$ cat config.mk
export PLATFORM = sky130hd
export DESIGN_NAME = regfile_port_arbiter
export DESIGN_NICKNAME = d
export VERILOG_FILES = /design/src/rtl/regfile_port_arbiter.sv
export SDC_FILE = /design/constraint.sdc
export NUM_CORES = 1
export LEC_CHECK = 0
export ABC_AREA = 0
export CAP_MARGIN = 20
export CORE_ASPECT_RATIO = 0.8
export CORE_MARGIN = 1
export CORE_UTILIZATION = 40
export DETAILED_ROUTE_END_ITERATION = 12
export PLACE_DENSITY_LB_ADDON = 0.25
export SLEW_MARGIN = 20
export SYNTH_ARGS = -nofsm -noshare
export SYNTH_HDL_FRONTEND = slang
export SYNTH_SLANG_ARGS = --single-unit
$ cat constraint.sdc
create_clock -name clk -period 5.2 [get_ports clk]
set_clock_uncertainty 0.2 [all_clocks]
set_input_delay 1.3 -clock clk [delete_from_list [all_inputs] [get_ports clk]]
set_output_delay 1.3 -clock clk [all_outputs]
set_load 0.02 [all_outputs]
$ cat src/rtl/regfile_port_arbiter.sv
// regfile_port_arbiter: round-robin sharing of one register-file write port and two read ports
module regfile_port_arbiter #(
  parameter int NUM_REQ = 4,
  parameter int ADDR_W  = 4,
  parameter int DATA_W  = 8
) (
  input  logic                        clk,
  input  logic                        rst_n,
  input  logic [NUM_REQ-1:0]          req,
  input  logic [NUM_REQ-1:0]          req_we,
  input  logic [NUM_REQ*ADDR_W-1:0]   req_addr,
  input  logic [NUM_REQ*DATA_W-1:0]   req_wdata,
  output logic [NUM_REQ-1:0]          gnt,
  output logic [NUM_REQ-1:0]          rvalid,
  output logic [NUM_REQ*DATA_W-1:0]   rdata,
  output logic                        rf_we,
  output logic [ADDR_W-1:0]           rf_waddr,
  output logic [DATA_W-1:0]           rf_wdata,
  output logic [ADDR_W-1:0]           rf_raddr1,
  output logic [ADDR_W-1:0]           rf_raddr2,
  input  logic [DATA_W-1:0]           rf_rdata1,
  input  logic [DATA_W-1:0]           rf_rdata2
);
  localparam int PW = $clog2(NUM_REQ);
  logic [PW-1:0] wptr, rptr, wptr_nx, rptr_nx, wi, r1i, r2i;
  logic [NUM_REQ-1:0] wset, rset, wg, r1g, r2g;
  logic wh, r1h, r2h;
  function automatic logic [PW-1:0] wrap(input logic [PW-1:0] p, input int k);
    return PW'((int'(p) + k) % NUM_REQ);
  endfunction
  // requests are masked while in reset so no grant or write can leak out
  always_comb begin
    wset = req & req_we & {NUM_REQ{rst_n}};
    rset = req & ~req_we & {NUM_REQ{rst_n}};
    wh = 1'b0;
    r1h = 1'b0;
    r2h = 1'b0;
    wi = '0;
    r1i = '0;
    r2i = '0;
    for (int k = 0; k < NUM_REQ; k++) begin
      if (!wh && wset[wrap(wptr, k)]) begin
        wh = 1'b1;
        wi = wrap(wptr, k);
      end
      if (rset[wrap(rptr, k)]) begin
        if (!r1h) begin
          r1h = 1'b1;
          r1i = wrap(rptr, k);
        end else if (!r2h) begin
          r2h = 1'b1;
          r2i = wrap(rptr, k);
        end
      end
    end
    wg = NUM_REQ'(wh) << wi;
    r1g = NUM_REQ'(r1h) << r1i;
    r2g = NUM_REQ'(r2h) << r2i;
    gnt = wg | r1g | r2g;
    rf_we = wh;
    rf_waddr = wh ? req_addr[wi*ADDR_W +: ADDR_W] : '0;
    rf_wdata = wh ? req_wdata[wi*DATA_W +: DATA_W] : '0;
    rf_raddr1 = r1h ? req_addr[r1i*ADDR_W +: ADDR_W] : '0;
    rf_raddr2 = r2h ? req_addr[r2i*ADDR_W +: ADDR_W] : '0;
    wptr_nx = wh ? wrap(wi, 1) : wptr;
    rptr_nx = r2h ? wrap(r2i, 1) : r1h ? wrap(r1i, 1) : rptr;
  end
  always_ff @(posedge clk or negedge rst_n) begin
    if (!rst_n) begin
      wptr <= '0;
      rptr <= '0;
      rvalid <= '0;
      rdata <= '0;
    end else begin
      wptr <= wptr_nx;
      rptr <= rptr_nx;
      rvalid <= r1g | r2g;
      for (int i = 0; i < NUM_REQ; i++)
        if (r1g[i]) rdata[i*DATA_W +: DATA_W] <= rf_rdata1;
        else if (r2g[i]) rdata[i*DATA_W +: DATA_W] <= rf_rdata2;
    end
  end
endmodule
## Yosys cells after proc, flatten, opt, wreduce, memory -nomap -nowiden

Cells that the tools add are included.

- $add $sub $neg: 9
- Mux-type cells: 63
- Bitwise operators: 8
- Shift operators: 7
- Magnitude comparators: 8
- Reduce and logical (&&, ||, !) cells: 11

Operators by type and width:

| kind | number |
|---|---|
| 8-bit two-way mux | 9 |
| 16-bit by 5-bit variable part select with 4-bit output | 3 |
| 2-bit two-way mux | 21 |
| 32-bit by 6-bit variable part select with 8-bit output | 1 |
| 2-bit by 3-bit less-than comparator with 1-bit output (second input constant) | 8 |
| 1-bit two-way mux | 22 |
| 4-bit bitwise AND | 4 |
| 1-bit binary-select mux with 2-bit select | 8 |
| 4-bit two-way mux | 3 |
| 4-bit OR | 3 |
| 1-bit by 2-bit left shift with 4-bit output | 3 |
| 2-bit by 1-bit adder with 2-bit output (second input constant) | 5 |
| 2-bit nonzero test | 5 |
| 2-bit adder (second input constant) | 4 |
| 4-bit inverter | 1 |
| 1-bit logical AND | 3 |
| 1-bit zero test | 3 |

- Bits in registers: 40
- Word-level logic and storage cells: 113
- Output and inout port bits: 61

## Depth between registers and ports, before layout

Gate-level depths: netlist of the first run.

- Depth after elaboration: 17
- Gate-level depth with buffers: 12

## Least setup slack after synthesis of the first run

No wires, ideal clock.

- Kind: input-to-output
- Start point: input rst_n
- End point: output rf_raddr2[0]
- Arrival: 3697 ps
- Path buffers: 1
- Data required time: 3700 ps
- Slack: 3 ps
- Cell stages on the path: 11
- Path through: nand2_1 > o22ai_1 > mux2_2 > ha_1 > a21boi_0 > o311ai_1 > nand3_1 > buf_2 > mux2_2 > nor2_1 > a211oi_1

- Longest elaborated chain between the ends: 14
- Elaborated cells on any way between the ends: 28
- Classes of those cells: shift (1); mux (26); bitwise (1)

RTL lines:

| what | RTL line | text |
|---|---|---|
| start: declaration | 8 | `input logic rst_n,` |
| 4-bit bitwise AND * | 34 | `rset = req & ~req_we & {NUM_REQ{rst_n}};` |
| 1-bit binary-select mux with 2-bit select | 46 | `if (rset[wrap(rptr, k)]) begin` |
| 1-bit two-way mux (implied by the code) | 46 |  |
| 1-bit two-way mux | 46 |  |
| 2-bit two-way mux or 1-bit two-way mux (tied branches) | 47 | `if (!r1h) begin` |
| 2-bit two-way mux or 1-bit two-way mux (tied branches) | 46 |  |
| 2-bit two-way mux | 50 | `end else if (!r2h) begin` |
| 2-bit two-way mux | 47 |  |
| 2-bit two-way mux | 46 |  |
| 2-bit two-way mux | 50 |  |
| 2-bit two-way mux | 47 |  |
| 2-bit two-way mux | 46 |  |
| 16-bit by 5-bit variable part select with 4-bit output | 64 | `rf_raddr2 = r2h ? req_addr[r2i*ADDR_W +: ADDR_W] : '0;` |
| 4-bit two-way mux * | 64 |  |
| end: declaration | 20 | `output logic [ADDR_W-1:0] rf_raddr2,` |

Mark *: on every way between the ends. The rest lies on a longest branch, timed or not. The select of a mux whose other input is x is not followed.

## Final worst setup path of the first run

- Start point: input rst_n
- End point: output rf_raddr2[3]

Same word-level chain as after synthesis.

==> run_summary.xml, run 1 <==
<?xml version="1.0" encoding="UTF-8"?>
<metrics>
  <group name="run_status">
    <metric name="outcome" unit="">finished clean</metric>
  </group>
  <group name="yosys">
    <metric name="yosys.cell_types.count" unit="">61</metric>
    <metric name="synth.mux.area_fraction" unit="%">31.1</metric>
    <metric name="largest_cells_by_area_after_synthesis" unit="">sky130_fd_sc_hd__dfrtp_1, sky130_fd_sc_hd__mux2_2, sky130_fd_sc_hd__mux2i_1</metric>
    <metric name="synth-async-reset-ratio" unit="%">100</metric>
    <metric name="netlist_area" unit="mm²">0.00332</metric>
    <metric name="synth_top_area_cell" unit="">sky130_fd_sc_hd__dfrtp_1</metric>
    <metric name="yosys_register_bits" unit="">40</metric>
    <metric name="post-synth-top-area-fraction" unit="%">30.1</metric>
    <metric name="synth-adder-area-share" unit="%">0.753</metric>
    <metric name="seq_area_frac_synth" unit="%">30.1</metric>
    <metric name="synth_top_flop_cell" unit="">sky130_fd_sc_hd__dfrtp_1</metric>
    <metric name="synth_nets" unit="">406</metric>
    <metric name="postSynthAreaPerCell" unit="µm²">10.1</metric>
    <metric name="yosys.area_share.xor_xnor" unit="%">0.790</metric>
    <metric name="synth_compound_area_share" unit="%">14.5</metric>
    <metric name="synth_simple_gate_area_share" unit="%">17.9</metric>
    <metric name="synth-edff-count" unit="">0</metric>
    <metric name="synth-warning-count" unit="">0</metric>
    <metric name="main_combinational_cell_family_by_area_after_synthesis" unit="">multiplexers</metric>
    <metric name="syn-instance-count" unit="">330</metric>
  </group>
  <group name="clock_tree">
    <metric name="clk_transition_reported_paths" unit="ps">70</metric>
    <metric name="clock-root-buffer" unit="">sky130_fd_sc_hd__clkbuf_8</metric>
    <metric name="htree_levels" unit="">2</metric>
    <metric name="tritoncts" unit="">built</metric>
    <metric name="clock_latency_reported_for_the_late_side_of_the_worst_skew_pair" unit="ps">300</metric>
    <metric name="tritoncts_num_sinks" unit="">40</metric>
    <metric name="cts_made_buffers" unit="">5</metric>
    <metric name="clk_path_buf_depth" unit="">2</metric>
  </group>
  <group name="placed_design">
    <metric name="routabilityCongestion" unit="">0.914</metric>
    <metric name="pre_cts_ws" unit="ps">-730</metric>
    <metric name="dpl.hpwl" unit="µm">8650</metric>
    <metric name="buffer_ports.inserted" unit="">134</metric>
    <metric name="post_placement_cell_area" unit="mm²">0.00522</metric>
  </group>
  <group name="routing">
    <metric name="viasPerCell" unit="">5.53</metric>
    <metric name="ant_nets" unit="">0</metric>
    <metric name="drt_drc_violations_left" unit="">0</metric>
    <metric name="vias" unit="">3520</metric>
    <metric name="detailedRoute.firstIterationViolations" unit="">131</metric>
    <metric name="routed_wirelength" unit="µm">11300</metric>
    <metric name="first_pass_iters" unit="">5</metric>
    <metric name="drt-wirelength-per-cell" unit="µm">17.7</metric>
  </group>
  <group name="timing">
    <metric name="grt_setup_unrepaired" unit="">true</metric>
    <metric name="layout_min_cycle_time" unit="ps">5120</metric>
    <metric name="final.setup.worst_slack" unit="ps">75.7</metric>
    <metric name="min_period_over_period" unit="%">98.5</metric>
    <metric name="hold_viol" unit="">0</metric>
    <metric name="timing.hold.ws" unit="ps">394</metric>
    <metric name="maximum_frequency_from_static_timing_analysis" unit="GHz">0.195</metric>
    <metric name="drv_slew" unit="">0</metric>
    <metric name="setup_viol" unit="">0</metric>
    <metric name="timing.slew.headroom" unit="%">70.3</metric>
    <metric name="worst-slew-pin-transition" unit="ps">444</metric>
  </group>
  <group name="grt">
    <metric name="grt.met2_usage" unit="%">43.6</metric>
    <metric name="grt_usage" unit="%">26.2</metric>
    <metric name="global_route_wire_length_before_repair" unit="µm">18000</metric>
    <metric name="first_global_vias" unit="">3619</metric>
    <metric name="grt_antenna_before_repair" unit="">0</metric>
    <metric name="gr_peak_layer" unit="">met2</metric>
    <metric name="globalRoute.totalOverflow" unit="">0</metric>
    <metric name="grtUsageMet1" unit="%">33.3</metric>
    <metric name="grt_util_met3" unit="%">7.03</metric>
    <metric name="grt_start_max_net_pins" unit="">46</metric>
  </group>
  <group name="final_layout">
    <metric name="area.growth.synth_to_final" unit="%">63.8</metric>
    <metric name="final_net_count" unit="">604</metric>
    <metric name="layout_commonest_cell" unit="">sky130_fd_sc_hd__clkdlybuf4s50_1</metric>
    <metric name="layout-drive-gt1-share" unit="%">33.3</metric>
    <metric name="multi_input_area" unit="mm²">0.00228</metric>
    <metric name="number_of_diodes_added_for_antenna_fixing" unit="">0</metric>
    <metric name="mostFrequentLayoutCells" unit="">sky130_fd_sc_hd__clkdlybuf4s50_1, sky130_fd_sc_hd__buf_4, sky130_fd_sc_hd__dfrtp_1</metric>
    <metric name="postLayoutCellArea" unit="mm²">0.00544</metric>
    <metric name="fillCellCount" unit="">646</metric>
    <metric name="ff_latch_area" unit="mm²">0.00100</metric>
  </group>
  <group name="floorplanning">
    <metric name="num_io_pins" unit="">135</metric>
    <metric name="floorplan.core_area" unit="mm²">0.00798</metric>
    <metric name="dieHeight" unit="µm">83.5</metric>
    <metric name="placementRows" unit="">29</metric>
    <metric name="initial_core_util" unit="%">41.6</metric>
    <metric name="die_footprint" unit="mm²">0.00868</metric>
    <metric name="die_w" unit="µm">104</metric>
  </group>
  <group name="worst_setup_path">
    <metric name="critical_path_class" unit="">input port to primary output</metric>
    <metric name="slowest_stage_cell_on_the_critical_path" unit="">sky130_fd_sc_hd__o311ai_1</metric>
    <metric name="cpLargestDelayFamily" unit="">compound AO/OA/AOI/OAI gates</metric>
    <metric name="critical_path_peak_fanout" unit="">5</metric>
    <metric name="path_common_cell" unit="">sky130_fd_sc_hd__buf_2</metric>
    <metric name="crit_path_end_kind" unit="">primary output</metric>
    <metric name="worstPathCellList" unit="">buf_2 &gt; nand2_4 &gt; o22ai_4 &gt; mux2_4 &gt; ha_4 &gt; a21boi_0 &gt; o311ai_1 &gt; nand3_1 &gt; buf_6 &gt; mux2i_1 &gt; a211oi_2 &gt; buf_2</metric>
    <metric name="worst_ep_arrival_time" unit="ps">3620</metric>
    <metric name="startpoint_type" unit="">input port</metric>
    <metric name="worst-endpoint-required" unit="ps">3700</metric>
    <metric name="max_stage_delay" unit="ps">320</metric>
    <metric name="path_buf_inv" unit="">3</metric>
  </group>
  <group name="min_path">
    <metric name="class_of_the_worst_hold_path" unit="">register to register</metric>
  </group>
  <group name="power_and_ir_drop">
    <metric name="vdd.ir_drop.worst" unit="mV">0.242</metric>
    <metric name="p_leak" unit="nW">2.39</metric>
    <metric name="power_density" unit="mW/mm²">430</metric>
  </group>
  <group name="run">
    <metric name="maxCapViolCount" unit="">0</metric>
  </group>
</metrics>
-- flip-flops by register name (all words and copies together) (netlist names) --
signal and count:
rdata 32, rvalid 4, rptr 2, wptr 2
-- final cells by class --
| class | count | area share, % |
|---|---|---|
| multi-input cells | 263 | 41.8 |
| repair buffers | 214 | 35.0 |
| flip-flops and latches | 40 | 18.4 |
| well taps | 108 | 2.48 |
| clock buffers | 5 | 1.26 |
| clock inverters | 3 | 0.781 |
| inverters | 4 | 0.276 |
-- timing repair --
action	CTS	global route
hold buffers	0	0
buffers inserted	7	0
resized for setup	64	34
endpoints found under the hold margin	0	0
pin swaps	6	4
setup endpoints to repair	24	21
-- cells in the mapped netlist (all sizes together), types with 2 or more instances --
library cell	count
mux2	40
o22a	2
dfrtp	40
o211ai	3
nor2	13
clkbuf	8
nor2b	4
nand3b	2
xnor2	3
a31oi	3
a21oi	22
and2	13
and3	3
a221o	2
nand2b	8
nand3	11
ha	2
nor4	2
mux4	12
nor3b	2
a21boi	2
mux2i	31
o22ai	9
buf	15
o311ai	2
or3b	3
nor3	18
a211oi	5
inv	3
o21ai	9
or2	2
nand2	24
-- stage by stage --
step	utilization, %	power, mW	cells	setup TNS (ps)
global placement	65.3	2.03	622	-9210
detailed placement	65.3	2.06	622	-9720
finish	68.2	2.34	637	0
CTS	67.8	2.32	637	0
floorplan	-	1.38	330	0
global route	68.2	2.47	637	-19.0
-- layer usage --
layer  vias up  wire length, µm
met1      1716             4740
li1       1639                -
met3        29              807
met5         -                0
met2       136             5510
met4         0              237
-- cell families after synthesis --
kind of cell,after synthesis
compound gates,67
fa+ha+maj,2
simple gates,108
mux,83
xor+xnor,3
buf+inv,27
flops,40
-- power by group --
part | switching [mW] | internal, mW
Combinational | 0.741 | 0.785
Sequential | 0.0965 | 0.459
Clock | 0.115 | 0.142
-- worst register-to-register path, delay by kind of cell (launching register included) --
kind                       cells  cell delay, ps
and+or+nand+nor                3             520
muxes                          3             910
adders and majority gates      1             170
DFF                            1             430
AOI/OAI and AO/OA              3             520
buffers and inverters          3             550
-- final timing paths --
kind	from	endpoint	slack [ps]	cells after the start
max	rst_n	rf_raddr2[3]	80	12
min reg2reg	rdata[15]$_DFFE_PN0P_	rdata[15]$_DFFE_PN0P_	390	2
min in group asynchronous	rst_n	rdata[15]$_DFFE_PN0P_	940	2
max reg2reg	rptr[0]$_DFFE_PN0P_	rdata[31]$_DFFE_PN0P_	1780	13
max in group asynchronous	rst_n	rdata[3]$_DFFE_PN0P_	3600	2
min	rdata[15]$_DFFE_PN0P_	rdata[15]$_DFFE_PN0P_	390	2
Power figures use the tool's default switching activity.
==> run 2, diff against run 1 <==
--- a/config.mk
+++ b/config.mk
@@ -9,9 +9,11 @@
 export CAP_MARGIN = 20
 export CORE_ASPECT_RATIO = 0.8
 export CORE_MARGIN = 1
-export CORE_UTILIZATION = 40
+export CORE_UTILIZATION = 30
+export CTS_CLUSTER_DIAMETER = 80
 export DETAILED_ROUTE_END_ITERATION = 12
 export PLACE_DENSITY_LB_ADDON = 0.25
+export SETUP_SLACK_MARGIN = 0.1
 export SLEW_MARGIN = 20
 export SYNTH_ARGS = -nofsm -noshare
 export SYNTH_HDL_FRONTEND = slang
==> run_summary.xml, run 2 (synthesized netlist as in run 1, its figures left out) <==
<?xml version="1.0" encoding="UTF-8"?>
<metrics>
  <group name="timing">
    <metric name="timing.setup.tns" unit="ps">0</metric>
    <metric name="hold_viol" unit="">0</metric>
    <metric name="min_period_over_period" unit="%">97.5</metric>
    <metric name="timing.slew.headroom" unit="%">73.0</metric>
    <metric name="setup_viol" unit="">0</metric>
    <metric name="grt_setup_unrepaired" unit="">true</metric>
    <metric name="drv_slew" unit="">0</metric>
    <metric name="layout_min_cycle_time" unit="ps">5070</metric>
    <metric name="worst-slew-pin-transition" unit="ps">405</metric>
    <metric name="maximum_frequency_from_static_timing_analysis" unit="GHz">0.197</metric>
  </group>
  <group name="power_and_ir_drop">
    <metric name="power_density" unit="mW/mm²">443</metric>
    <metric name="vdd.ir_drop.worst" unit="mV">0.166</metric>
    <metric name="p_leak" unit="nW">2.50</metric>
  </group>
  <group name="grt">
    <metric name="globalRoute.totalOverflow" unit="">0</metric>
    <metric name="global_route_wire_length_before_repair" unit="µm">18800</metric>
    <metric name="grt_antenna_before_repair" unit="">0</metric>
    <metric name="grt_usage" unit="%">21.3</metric>
    <metric name="first_global_vias" unit="">3613</metric>
    <metric name="grt_start_max_net_pins" unit="">22</metric>
  </group>
  <group name="floorplanning">
    <metric name="floorplan.core_area" unit="mm²">0.0105</metric>
    <metric name="placementRows" unit="">33</metric>
    <metric name="die_w" unit="µm">120</metric>
    <metric name="initial_core_util" unit="%">31.6</metric>
    <metric name="dieHeight" unit="µm">96.2</metric>
    <metric name="die_footprint" unit="mm²">0.0115</metric>
    <metric name="num_io_pins" unit="">135</metric>
  </group>
  <group name="clock_tree">
    <metric name="htree_levels" unit="">2</metric>
    <metric name="tritoncts_num_sinks" unit="">40</metric>
    <metric name="clk_transition_reported_paths" unit="ps">60</metric>
    <metric name="clock_latency_reported_for_the_late_side_of_the_worst_skew_pair" unit="ps">280</metric>
    <metric name="cts_hold_buffers" unit="">0</metric>
    <metric name="clock-root-buffer" unit="">sky130_fd_sc_hd__clkbuf_16</metric>
    <metric name="clk_path_buf_depth" unit="">2</metric>
    <metric name="cts_made_buffers" unit="">5</metric>
    <metric name="tritoncts" unit="">built</metric>
  </group>
  <group name="final_layout">
    <metric name="layout_commonest_cell" unit="">sky130_fd_sc_hd__clkdlybuf4s50_1</metric>
    <metric name="mostFrequentLayoutCells" unit="">sky130_fd_sc_hd__clkdlybuf4s50_1, sky130_fd_sc_hd__buf_4, sky130_fd_sc_hd__dfrtp_1</metric>
    <metric name="postLayoutCellArea" unit="mm²">0.00563</metric>
    <metric name="fillCellCount" unit="">956</metric>
    <metric name="final_net_count" unit="">603</metric>
    <metric name="reg_top3" unit="">rdata x32, rvalid x4</metric>
    <metric name="final-instance-count-excl-fill" unit="">668</metric>
    <metric name="number_of_diodes_added_for_antenna_fixing" unit="">0</metric>
    <metric name="ff_latch_area" unit="mm²">0.00100</metric>
    <metric name="multi_input_area" unit="mm²">0.00235</metric>
    <metric name="area.growth.synth_to_final" unit="%">69.4</metric>
    <metric name="largest_register_ffs" unit="">32</metric>
    <metric name="layout-drive-gt1-share" unit="%">35.2</metric>
    <metric name="largest_register" unit="">rdata</metric>
  </group>
  <group name="worst_setup_path">
    <metric name="worstPathCellList" unit="">clkdlybuf4s15_2 &gt; buf_4 &gt; or3b_2 &gt; nand2b_1 &gt; a21oi_2 &gt; nand4b_1 &gt; nand3_2 &gt; buf_6 &gt; mux2_4 &gt; nor2_4 &gt; a211oi_2 &gt; buf_4</metric>
    <metric name="path_common_cell" unit="">sky130_fd_sc_hd__buf_4</metric>
    <metric name="critical_path_peak_fanout" unit="">6</metric>
    <metric name="critical_path_class" unit="">input port to primary output</metric>
    <metric name="max_stage_delay" unit="ps">490</metric>
    <metric name="worst_ep_arrival_time" unit="ps">3570</metric>
    <metric name="crit_path_end_kind" unit="">primary output</metric>
    <metric name="worst-endpoint-required" unit="ps">3700</metric>
    <metric name="slowest_stage_cell_on_the_critical_path" unit="">sky130_fd_sc_hd__or3b_2</metric>
    <metric name="startpoint_type" unit="">input port</metric>
    <metric name="setup.reg_to_reg.worst_slack" unit="ps">1880</metric>
  </group>
  <group name="routing">
    <metric name="first_pass_iters" unit="">5</metric>
    <metric name="detailedRoute.firstIterationViolations" unit="">168</metric>
    <metric name="drt-wirelength-per-cell" unit="µm">17.8</metric>
    <metric name="viasPerCell" unit="">5.17</metric>
    <metric name="drt_drc_violations_left" unit="">0</metric>
    <metric name="routed_wirelength" unit="µm">11900</metric>
    <metric name="ant_nets" unit="">0</metric>
    <metric name="vias" unit="">3453</metric>
  </group>
  <group name="run">
    <metric name="maxCapViolCount" unit="">0</metric>
  </group>
  <group name="placed_design">
    <metric name="post_placement_cell_area" unit="mm²">0.00523</metric>
    <metric name="dpl.hpwl" unit="µm">9350</metric>
    <metric name="buffer_ports.inserted" unit="">134</metric>
    <metric name="routabilityCongestion" unit="">0.893</metric>
    <metric name="numPlacedInstances" unit="">649</metric>
  </group>
  <group name="run_status">
    <metric name="outcome" unit="">finished clean</metric>
  </group>
  <group name="min_path">
    <metric name="class_of_the_worst_hold_path" unit="">register to register</metric>
  </group>
</metrics>
==> run 2: critical path, delay by kind of cell <==
kind	cells	cell delay, ps
and+or+nand+nor	5	1090
buffers and inverters	4	660
muxes	1	310
AOI/OAI and AO/OA	2	200
==> run 2: metal layers <==
layer | vias up | global-route usage (%) | wire length [µm]
li1 | 1642 | - | -
met1 | 1672 | 28.1 | 5370
met2 | 122 | 35.1 | 5530
met3 | 17 | 5.39 | 814
met4 | 0 | 5.42 | 201
met5 | - | 0 | 0
==> run 2: final cells by class <==
type	count	area share [%]
clock buffer	6	2.47
inverter	4	0.311
clock inverter	2	0.689
timing repair buffer	212	33.7
tap	140	3.11
multi-input combinational	263	41.8
sequential	40	17.8
timing repair inverter	1	0.133
==> run 2: stage by stage <==
stage                     hold slack [ps]  setup WS, ps  utilization [%]  total power, mW
after floorplan                       347          2.92                -             1.38
after global placement                378          -691             49.7             2.06
after detailed placement              385          -791             49.7             2.08
after CTS                             397           107             52.7             2.49
after global routing                  428          67.1             53.5             2.64
final                                 384           131             53.5             2.49
==> run 2: where the power goes <==
part | total (mW) | switching [mW] | internal (mW)
combinational | 1.56 | 0.763 | 0.802
sequential | 0.564 | 0.104 | 0.460
clock | 0.365 | 0.125 | 0.240
total | 2.49 | 0.992 | 1.50
==> run 2: path summary, 6_finish.rpt <==
kind                                         end             startpoint  cells past startpoint
setup / recovery                    rf_raddr2[0]              req_we[2]                     12
hold / removal             rdata[15]$_DFFE_PN0P_  rdata[15]$_DFFE_PN0P_                      2
setup reg to reg            rdata[2]$_DFFE_PN0P_    rptr[0]$_DFFE_PN0P_                     12
hold reg to reg            rdata[15]$_DFFE_PN0P_  rdata[15]$_DFFE_PN0P_                      2
max in group asynchronous  rdata[14]$_DFFE_PN0P_                  rst_n                      3
min in group asynchronous  rdata[23]$_DFFE_PN0P_                  rst_n                      2
==> run 2: repair_timing <==
action,CTS,global route
gates cloned,1,0
setup buffers,6,4
setup endpoints to repair,24,20
gates resized for setup,101,30
pin swaps,9,7
==> run 3, diff against run 2 <==
--- a/config.mk
+++ b/config.mk
@@ -14,7 +14,6 @@
 export DETAILED_ROUTE_END_ITERATION = 12
 export PLACE_DENSITY_LB_ADDON = 0.25
 export SETUP_SLACK_MARGIN = 0.1
-export SLEW_MARGIN = 20
 export SYNTH_ARGS = -nofsm -noshare
 export SYNTH_HDL_FRONTEND = slang
 export SYNTH_SLANG_ARGS = --single-unit
==> results of run 3 <==
No change in the layout: final DEF, timing and power equal those of run 2.
